<file path="config.mk">
export PLATFORM = sky130hd
export DESIGN_NAME = branch_resolve_flat
export DESIGN_NICKNAME = d
export VERILOG_FILES = /design/src/rtl/branch_resolve_if.sv /design/src/rtl/branch_resolve.sv /design/src/flat_wrapper.sv
export SDC_FILE = /design/constraint.sdc
export NUM_CORES = 1
export LEC_CHECK = 0
export ABC_AREA = 1
export CAP_MARGIN = 40
export CORE_MARGIN = 2
export CORE_UTILIZATION = 42
export DETAILED_ROUTE_END_ITERATION = 16
export PLACE_DENSITY = 0.81
export SLEW_MARGIN = 20
export SYNTH_ARGS = -nofsm -noshare
export SYNTH_HDL_FRONTEND = slang
export SYNTH_SLANG_ARGS = --single-unit
</file>
<file path="constraint.sdc">
create_clock -name clk -period 1.5 [get_ports clk]
set_input_delay 0.3 -clock clk [delete_from_list [all_inputs] [get_ports clk]]
set_output_delay 0.3 -clock clk [all_outputs]
set_load 0.02 [all_outputs]
</file>
<file path="src/rtl/branch_resolve_if.sv">
// EX-stage branch resolution bus: EX decision inputs plus PC redirect / squash outputs.
// The br_count/tk_count statistics signals exist only when BRANCH_STATS_EN is defined.
interface branch_resolve_if #(
    parameter int AW = 32,
    parameter int CW = 16
);
    logic          ex_valid;
    logic          ex_branch;
    logic          ex_bne;
    logic          ex_zero;
    logic [AW-1:0] ex_target;
    logic          stall;
    logic          pc_sel;
    logic [AW-1:0] pc_target;
    logic          flush;
    logic          busy;
`ifdef BRANCH_STATS_EN
    logic [CW-1:0] br_count;
    logic [CW-1:0] tk_count;

    modport master (
        output ex_valid, ex_branch, ex_bne, ex_zero, ex_target, stall,
        input  pc_sel, pc_target, flush, busy, br_count, tk_count
    );
    modport slave (
        input  ex_valid, ex_branch, ex_bne, ex_zero, ex_target, stall,
        output pc_sel, pc_target, flush, busy, br_count, tk_count
    );
`else
    modport master (
        output ex_valid, ex_branch, ex_bne, ex_zero, ex_target, stall,
        input  pc_sel, pc_target, flush, busy
    );
    modport slave (
        input  ex_valid, ex_branch, ex_bne, ex_zero, ex_target, stall,
        output pc_sel, pc_target, flush, busy
    );
`endif
endinterface

</file>
<file path="src/rtl/branch_resolve.sv">
// Turns the EX zero flag into a branch decision, redirects the PC and squashes wrong-path stages.
// Optional feature: define BRANCH_STATS_EN to add resolved/taken branch counters.
module branch_resolve #(
    parameter int AW           = 32,
    parameter int FLUSH_CYCLES = 2,
    parameter int CW           = 16
) (
    input  logic            clk,
    input  logic            reset_n,
    branch_resolve_if.slave bus
);

    typedef enum logic [1:0] {
        IDLE     = 2'd0,
        REDIRECT = 2'd1,
        SQUASH   = 2'd2
    } state_t;

    localparam logic [2:0] SQ_INIT = (FLUSH_CYCLES >= 2) ? 3'(FLUSH_CYCLES - 2) : 3'd0;

    if (FLUSH_CYCLES < 1 || FLUSH_CYCLES > 7 || AW < 1 || CW < 1) begin : g_bad_cfg
        $error("branch_resolve: FLUSH_CYCLES must be 1..7, AW and CW at least 1");
    end

    state_t        state;
    logic [2:0]    sq_cnt;
    logic          pc_sel_q;
    logic          flush_q;
    logic          busy_q;
    logic [AW-1:0] pc_target_q;
    logic          taken;

    assign taken = bus.ex_valid & bus.ex_branch & (bus.ex_zero ^ bus.ex_bne);

    // Outputs are registered alongside the state so they never glitch on EX inputs.
    always_ff @(posedge clk or negedge reset_n) begin
        if (!reset_n) begin
            state       <= IDLE;
            sq_cnt      <= 3'd0;
            pc_sel_q    <= 1'b0;
            flush_q     <= 1'b0;
            busy_q      <= 1'b0;
            pc_target_q <= '0;
        end else if (!bus.stall) begin
            case (state)
                IDLE: begin
                    if (taken) begin
                        state       <= REDIRECT;
                        pc_target_q <= bus.ex_target;
                        pc_sel_q    <= 1'b1;
                        flush_q     <= 1'b1;
                        busy_q      <= 1'b1;
                    end
                end
                REDIRECT: begin
                    pc_sel_q <= 1'b0;
                    if (FLUSH_CYCLES == 1) begin
                        state   <= IDLE;
                        flush_q <= 1'b0;
                        busy_q  <= 1'b0;
                    end else begin
                        state  <= SQUASH;
                        sq_cnt <= SQ_INIT;
                    end
                end
                SQUASH: begin
                    if (sq_cnt == 3'd0) begin
                        state   <= IDLE;
                        flush_q <= 1'b0;
                        busy_q  <= 1'b0;
                    end else begin
                        sq_cnt <= sq_cnt - 3'd1;
                    end
                end
                default: begin
                    state    <= IDLE;
                    pc_sel_q <= 1'b0;
                    flush_q  <= 1'b0;
                    busy_q   <= 1'b0;
                end
            endcase
        end
    end

    assign bus.pc_sel    = pc_sel_q;
    assign bus.flush     = flush_q;
    assign bus.busy      = busy_q;
    assign bus.pc_target = pc_target_q;

`ifdef BRANCH_STATS_EN
    logic [CW-1:0] br_cnt;
    logic [CW-1:0] tk_cnt;
    logic          resolved;

    // Branches seen while busy are wrong-path and must not be counted.
    assign resolved = bus.ex_valid & bus.ex_branch & ~busy_q & ~bus.stall;

    always_ff @(posedge clk or negedge reset_n) begin
        if (!reset_n) begin
            br_cnt <= '0;
            tk_cnt <= '0;
        end else begin
            if (resolved) begin
                br_cnt <= br_cnt + CW'(1);
            end
            if (resolved && taken) begin
                tk_cnt <= tk_cnt + CW'(1);
            end
        end
    end

    assign bus.br_count = br_cnt;
    assign bus.tk_count = tk_cnt;
`endif

endmodule
</file>
<file path="src/flat_wrapper.sv">
// flat-port wrapper written by rule: the top's interface ports become plain ports
module branch_resolve_flat 
#(
    parameter int AW           = 32,
    parameter int FLUSH_CYCLES = 2,
    parameter int CW           = 16
)
  (clk, reset_n, bus_ex_valid, bus_ex_branch, bus_ex_bne, bus_ex_zero, bus_ex_target, bus_stall, bus_pc_sel, bus_pc_target, bus_flush, bus_busy);
  branch_resolve_if #(.AW(AW), .CW(CW)) bus_i ();
  input  logic clk;
  input  logic reset_n;
  input wire logic [$bits(bus_i.ex_valid)-1:0] bus_ex_valid;
  input wire logic [$bits(bus_i.ex_branch)-1:0] bus_ex_branch;
  input wire logic [$bits(bus_i.ex_bne)-1:0] bus_ex_bne;
  input wire logic [$bits(bus_i.ex_zero)-1:0] bus_ex_zero;
  input wire logic [$bits(bus_i.ex_target)-1:0] bus_ex_target;
  input wire logic [$bits(bus_i.stall)-1:0] bus_stall;
  output wire logic [$bits(bus_i.pc_sel)-1:0] bus_pc_sel;
  output wire logic [$bits(bus_i.pc_target)-1:0] bus_pc_target;
  output wire logic [$bits(bus_i.flush)-1:0] bus_flush;
  output wire logic [$bits(bus_i.busy)-1:0] bus_busy;
  assign bus_i.ex_valid = bus_ex_valid;
  assign bus_i.ex_branch = bus_ex_branch;
  assign bus_i.ex_bne = bus_ex_bne;
  assign bus_i.ex_zero = bus_ex_zero;
  assign bus_i.ex_target = bus_ex_target;
  assign bus_i.stall = bus_stall;
  assign bus_pc_sel = bus_i.pc_sel;
  assign bus_pc_target = bus_i.pc_target;
  assign bus_flush = bus_i.flush;
  assign bus_busy = bus_i.busy;
  branch_resolve #(.AW(AW), .FLUSH_CYCLES(FLUSH_CYCLES), .CW(CW)) u_core (.clk(clk), .reset_n(reset_n), .bus(bus_i));
endmodule
</file>
==> results.yml, run 1 <==
outcome:
  status: "finished, final reports clean"
logic_synthesis:
  synth_top_cell_area_share_pct: 56.0
  yosysWarnings: 0
  synth-seq-cells: 39
  synth_top_area_cell: "dfrtp_1"
  synth_most_common_cell: "nand2_1"
  ys_top_cells_by_area: "dfrtp_1 56%, nand2_1 24%, ha_1 5.0%"
  synth-edff-count: 0
  async_flop_share_pct: 100
  synth_area_um2: 1740
  yosysSeqAreaShare_pct: 56.0
  postSynthAreaPerCell_um2: 8.89
  synth_nets: 242
  ys_top_cells_by_count: "111 x nand2_1, 39 x dfrtp_1, 9 x inv_1"
  synth.distinct_cells: 17
  synth_ff_type: "dfrtp_1"
  synth_cells: 196
global_routing:
  antenna_found_initial: 0
  grt_usage_pct: 17.0
  grt_pass1_wl_um: 6000
  grt_max_degree: 40
  grt_overflow: 0
  grt_pass1_vias: 1410
cts:
  cts.clk_slew.worst_paths_ns: 0.08
  cts-root-buf: "clkbuf_8"
  cts_tree: "done"
  cts_sinks: 39
  ctsHtreeMaxLevel: 2
  clk_latency_ns: 0.28
  numCtsBuffers: 5
  postCtsSetupBuffers: 0
  clk_path_buf_depth: 2
floorplan:
  start_util_pct: 43.5
  io_pins: 74
  coreArea_um2: 4000
  die_width_um: 68.4
  num_rows: 23
  fp.dieH_um: 68.4
  die_area_um2: 4680
placement:
  pre_cts_ws_ns: -0.0722
  place_congestion: 0.825
  io_buffers: 73
  placed_area_um2: 2520
  dp_hpwl_um: 2800
sta:
  holdWs_ns: 0.469
  slew_violations: 0
  clock_skew_ns: 0.00602
  setup_slack_ns: 0.128
  hold_viol_final: 0
  tns_ns: 0
  slew_headroom_pct: 85.1
  max_freq_mhz: 729
  period_minus_slack_ns: 1.37
  period_share_pct: 91.5
  tightest_slew_ns: 0.223
  finalSetupViolCount: 0
  rsz0062_at_grt: "no"
setup_path:
  cp-startpoint: "u_core.state[1]"
  worstPathRequired_ns: 1.68
  timing.rr.end: "u_core.bus.pc_target[12]"
  reg2reg_depth: 7
  crit_end: "u_core.bus.pc_target[12]"
  worstSetupPathType: "reg -> reg"
  endpoint_kind: "register"
  cp_max_fo: 32
  rrSetupSlack_ns: 0.13
  start_kind: "register"
  r2r-start: "u_core.state[1]"
  arrival_ns: 1.55
pwr:
  p_leak_nw: 1.39
  power.total_mw: 4.64
  power_density_nw_per_um2: 1800
  vdd_ir_drop_max_mv: 0.971
cells_and_area:
  antenna_cells: 0
  finalNetCount: 320
  area_growth_pct: 47.9
  fin_area_um2: 2580
  drive_gt1_share_pct: 8.00
drt:
  drtPass1Iterations: 4
  drt-wirelength-per-cell_um: 11.4
  routed_wl_um: 3720
  num_vias: 1461
  drtIter0Drc: 49
  via_per_inst: 4.50
  ant_nets: 0
  drc_errors: 0
flow_run:
  cap_viol_max_count: 0
worst_hold_path:
  holdPathStages: 2
  hp-class: "reg -> reg"
==> sequential cells by signal, indices dropped and copies added, names as in the netlist <==
name,flops
u_core.sq_cnt,3
u_core.bus.pc_sel,1
u_core.state,2
u_core.bus.pc_target,32
u_core.bus.flush,1
==> layout make-up <==
cell class	count	area (um2)
clock buffers	6	72.6
well taps	50	62.6
inverters	12	50.0
multi-input cells	138	643
repair buffers	78	759
clock inverters	2	12.5
fillers	365	1420
flip-flops and latches	39	976
==> worst max-delay path: stages (launching register included) <==
cell,delay (ns)
dfrtp_1,0.41
inv_1,0.12
ha_2,0.21
nand2_2,0.09
nor2_8,0.16
inv_6,0.12
nand2_1,0.09
nand2_1,0.05
==> how the worst min path moves through the flow <==
stage | start | end
global route | u_core.bus.pc_target[23] | u_core.bus.pc_target[23]
detailed placement | reset_n | u_core.bus.pc_target[4]
finish | u_core.bus.pc_target[7] | u_core.bus.pc_target[7]
CTS | u_core.bus.pc_target[23] | u_core.bus.pc_target[23]
floorplan | reset_n | u_core.bus.flush
global placement | reset_n | u_core.bus.pc_target[4]
==> per-stage QoR <==
| step | util (%) | std cells |
|---|---|---|
| after floorplan | - | 196 |
| after global placement | 63.1 | 316 |
| after detailed placement | 63.1 | 316 |
| after CTS | 64.3 | 325 |
| after global routing | 64.4 | 325 |
| final | 64.4 | 325 |
==> layout by cell type, fill, tap and decap left out, drive strengths merged <==
master         count
nand4              3
dfrtp             39
a21oi              1
inv               12
o21ai              3
buf                5
nand2            114
clkbuf             6
clkinv             1
nand3b             1
nand3              7
dlygate4sd2       35
clkdlybuf4s50     37
nor2               2
ha                 7
dlygate4sd3        1
clkinvlp           1
==> layer usage <==
metal / share of wire, % / global-route usage, % / vias up
met1: 42 / 20.8 / 665
met2: 50 / 29.3 / 46
met4: 0.70 / 5.25 / 0
met5: 0 / 0 / -
li1: - / - / 746
met3: 7.3 / 4.28 / 4
==> kinds of logic after synthesis <==
group           count (synthesis)  share of synthesized area [%]
fa+ha+maj                       7                           5.03
flops                          39                           56.0
buf+inv                        19                           7.18
compound gates                  4                           1.15
simple gates                  127                           30.6
==> power by group <==
group,leakage (nW),internal (mW),switching [mW]
combinational,0.860,0.853,1.31
clock,0.0412,0.325,0.345
sequential,0.493,1.55,0.256
total,1.39,2.72,1.92
==> what timing repair did <==
item	CTS	global route
endpoints found under the hold margin	39	0
endpoints found under the setup margin	35	32
hold buffers	1	0
gates resized for setup	35	2
pin swaps	0	1
No activity file was read; power rests on OpenSTA's default activity.
==> inputs of run 2 (changes only) <==
--- a/config.mk
+++ b/config.mk
@@ -8,9 +8,9 @@
 export ABC_AREA = 1
 export CAP_MARGIN = 40
 export CORE_MARGIN = 2
-export CORE_UTILIZATION = 42
+export CORE_UTILIZATION = 45
 export DETAILED_ROUTE_END_ITERATION = 16
-export PLACE_DENSITY = 0.81
+export PLACE_DENSITY = 0.86
 export SLEW_MARGIN = 20
 export SYNTH_ARGS = -nofsm -noshare
 export SYNTH_HDL_FRONTEND = slang
==> constraint.sdc (replaced) <==
create_clock -name clk -period 1.6 [get_ports clk]
set_input_delay 0.32 -clock clk [delete_from_list [all_inputs] [get_ports clk]]
set_output_delay 0.32 -clock clk [all_outputs]
set_load 0.02 [all_outputs]
==> run 2 against run 1 <==
  * Critical path depth down 6
  * Non-clock buffer count down 1
  * Clock skew down 0.00094 ns
  * Flip-flop and latch count unchanged
  * Final cell count down 1.2%
  * Setup slack worse by 0.090 ns
  * Highest routed layer unchanged
  * Die area down 6.3%
  * Power down 0.54%
  * Sequential share of layout area down 0.58 points
  * Via count unchanged
  * Register-to-register slack better by 0.05 ns
  * Routed wire length down 1.3%
==> results.yml, run 2 (synthesized netlist as in run 1, its figures left out) <==
outcome:
  status: "finished, final reports clean"
cts:
  cts_tree: "done"
  numCtsBuffers: 5
  ctsHoldBuffers: 0
  cts-root-buf: "clkbuf_8"
  cts.clk_slew.worst_paths_ns: 0.07
  clk_latency_ns: 0.28
  postCtsSetupBuffers: 0
  ctsHtreeMaxLevel: 2
  clk_path_buf_depth: 2
  cts_resized: 1
  cts_sinks: 39
global_routing:
  grt_pass1_wl_um: 6130
  grt_max_degree: 40
  grt_usage_pct: 18.4
  grt_overflow: 0
  grt_pass1_vias: 1411
  antenna_found_initial: 0
floorplan:
  num_rows: 22
  die_area_um2: 4380
  fp.dieH_um: 66.2
  die_width_um: 66.2
  start_util_pct: 47.2
  coreArea_um2: 3690
  io_pins: 74
cells_and_area:
  fin_area_um2: 2620
  finish.utilization_pct: 70.9
  register_area_um2: 976
  area_growth_pct: 50.2
  antenna_cells: 0
  mostFrequentLayoutCells: "111 x nand2_1, 57 x clkdlybuf4s50_1, 39 x dfrtp_1"
  n_fill_cell: 290
  final_common_cell: "nand2_1"
  stdcell_count: 321
  multi_input_area_um2: 641
  largest_register_ffs: 32
  drive_gt1_share_pct: 7.33
  finalNetCount: 319
sta:
  clock_skew_ns: 0.00507
  tightest_slew_ns: 0.481
  period_minus_slack_ns: 1.56
  slew_headroom_pct: 68.0
  rsz0062_at_grt: "no"
  setup_slack_ns: 0.0378
  max_freq_mhz: 640
  holdWs_ns: 0.0766
  finalSetupViolCount: 0
  slew_violations: 0
  period_share_pct: 97.6
  tns_ns: 0
  hold_viol_final: 0
drt:
  drtPass1Iterations: 4
  ant_nets: 0
  drt-wirelength-per-cell_um: 11.4
  drtIter0Drc: 80
  routed_wl_um: 3670
  num_vias: 1461
  drc_errors: 0
  via_per_inst: 4.55
setup_path:
  crit_chain: "clkdlybuf4s50_1"
  worstPathRequired_ns: 1.28
  reg2reg_depth: 7
  crit_family: "buffers and inverters"
  r2r-start: "u_core.state[1]"
  start_kind: "register"
  endpoint_kind: "output pin"
  worstSetupPathType: "reg -> out"
  arrival_ns: 1.24
  max_stage_delay_ns: 0.61
  timing.rr.end: "u_core.bus.pc_target[31]"
  worst-path-buf-inv: 1
  crit_slowest_cell: "clkdlybuf4s50_1"
  cp_max_fo: 2
  rrSetupSlack_ns: 0.18
pwr:
  power.total_mw: 4.62
  vdd_ir_drop_max_mv: 0.866
  p_leak_nw: 1.48
  power_density_nw_per_um2: 1760
placement:
  dp_hpwl_um: 2620
  io_buffers: 73
  place_congestion: 0.785
  pre_cts_ws_ns: 0.0392
  placed_area_um2: 2490
  placed_cells: 314
flow_run:
  cap_viol_max_count: 0
worst_hold_path:
  hp-class: "in -> async"
-- run 2: changes by cell type in the layout (fill, tap and decap cells not counted), sizes merged --
cell / before / now
clkinvlp: 1 / 0
dlymetal6s2s: 0 / 14
dlygate4sd3: 1 / 0
clkdlybuf4s50: 37 / 57
dlygate4sd2: 35 / 1
-- run 2: cell type report --
| cell class | instances | area share (%) |
|---|---|---|
| sequential | 39 | 37.3 |
| timing repair buffer | 77 | 30.7 |
| multi-input combinational | 138 | 24.5 |
| clock buffer | 6 | 3.16 |
| tap | 48 | 2.30 |
| inverter | 12 | 1.91 |
| clock inverter | 1 | 0.191 |
-- run 2: metal layers --
layer	wire (um)	share of wire, %	up-vias	GRT usage (%)
met5	0	0	-	0
met1	1590	43	660	22.3
met3	268	7.3	7	4.94
li1	-	-	745	-
met2	1770	48	49	31.5
met4	46	1.3	0	6.12
-- run 2: report_power, final --
group | switching [mW] | internal, mW | total, mW
Combinational | 1.23 | 1.05 | 2.28
Clock | 0.301 | 0.338 | 0.639
Sequential | 0.244 | 1.45 | 1.70
-- run 2: how the worst max path moves through the flow --
stage / start / end / slack (ns) / cells past startpoint
after CTS: u_core.bus.flush / bus_flush / 0.006 / 1
after floorplan: u_core.state[0] / u_core.bus.pc_target[1] / 0.25 / 8
after detailed placement: bus_ex_bne / u_core.bus.pc_target[21] / 0.04 / 8
final: u_core.bus.pc_target[1] / bus_pc_target[1] / 0.04 / 1
after global placement: bus_ex_zero / u_core.bus.pc_target[19] / 0.07 / 8
after global routing: u_core.bus.pc_sel / bus_pc_sel / 0.002 / 1
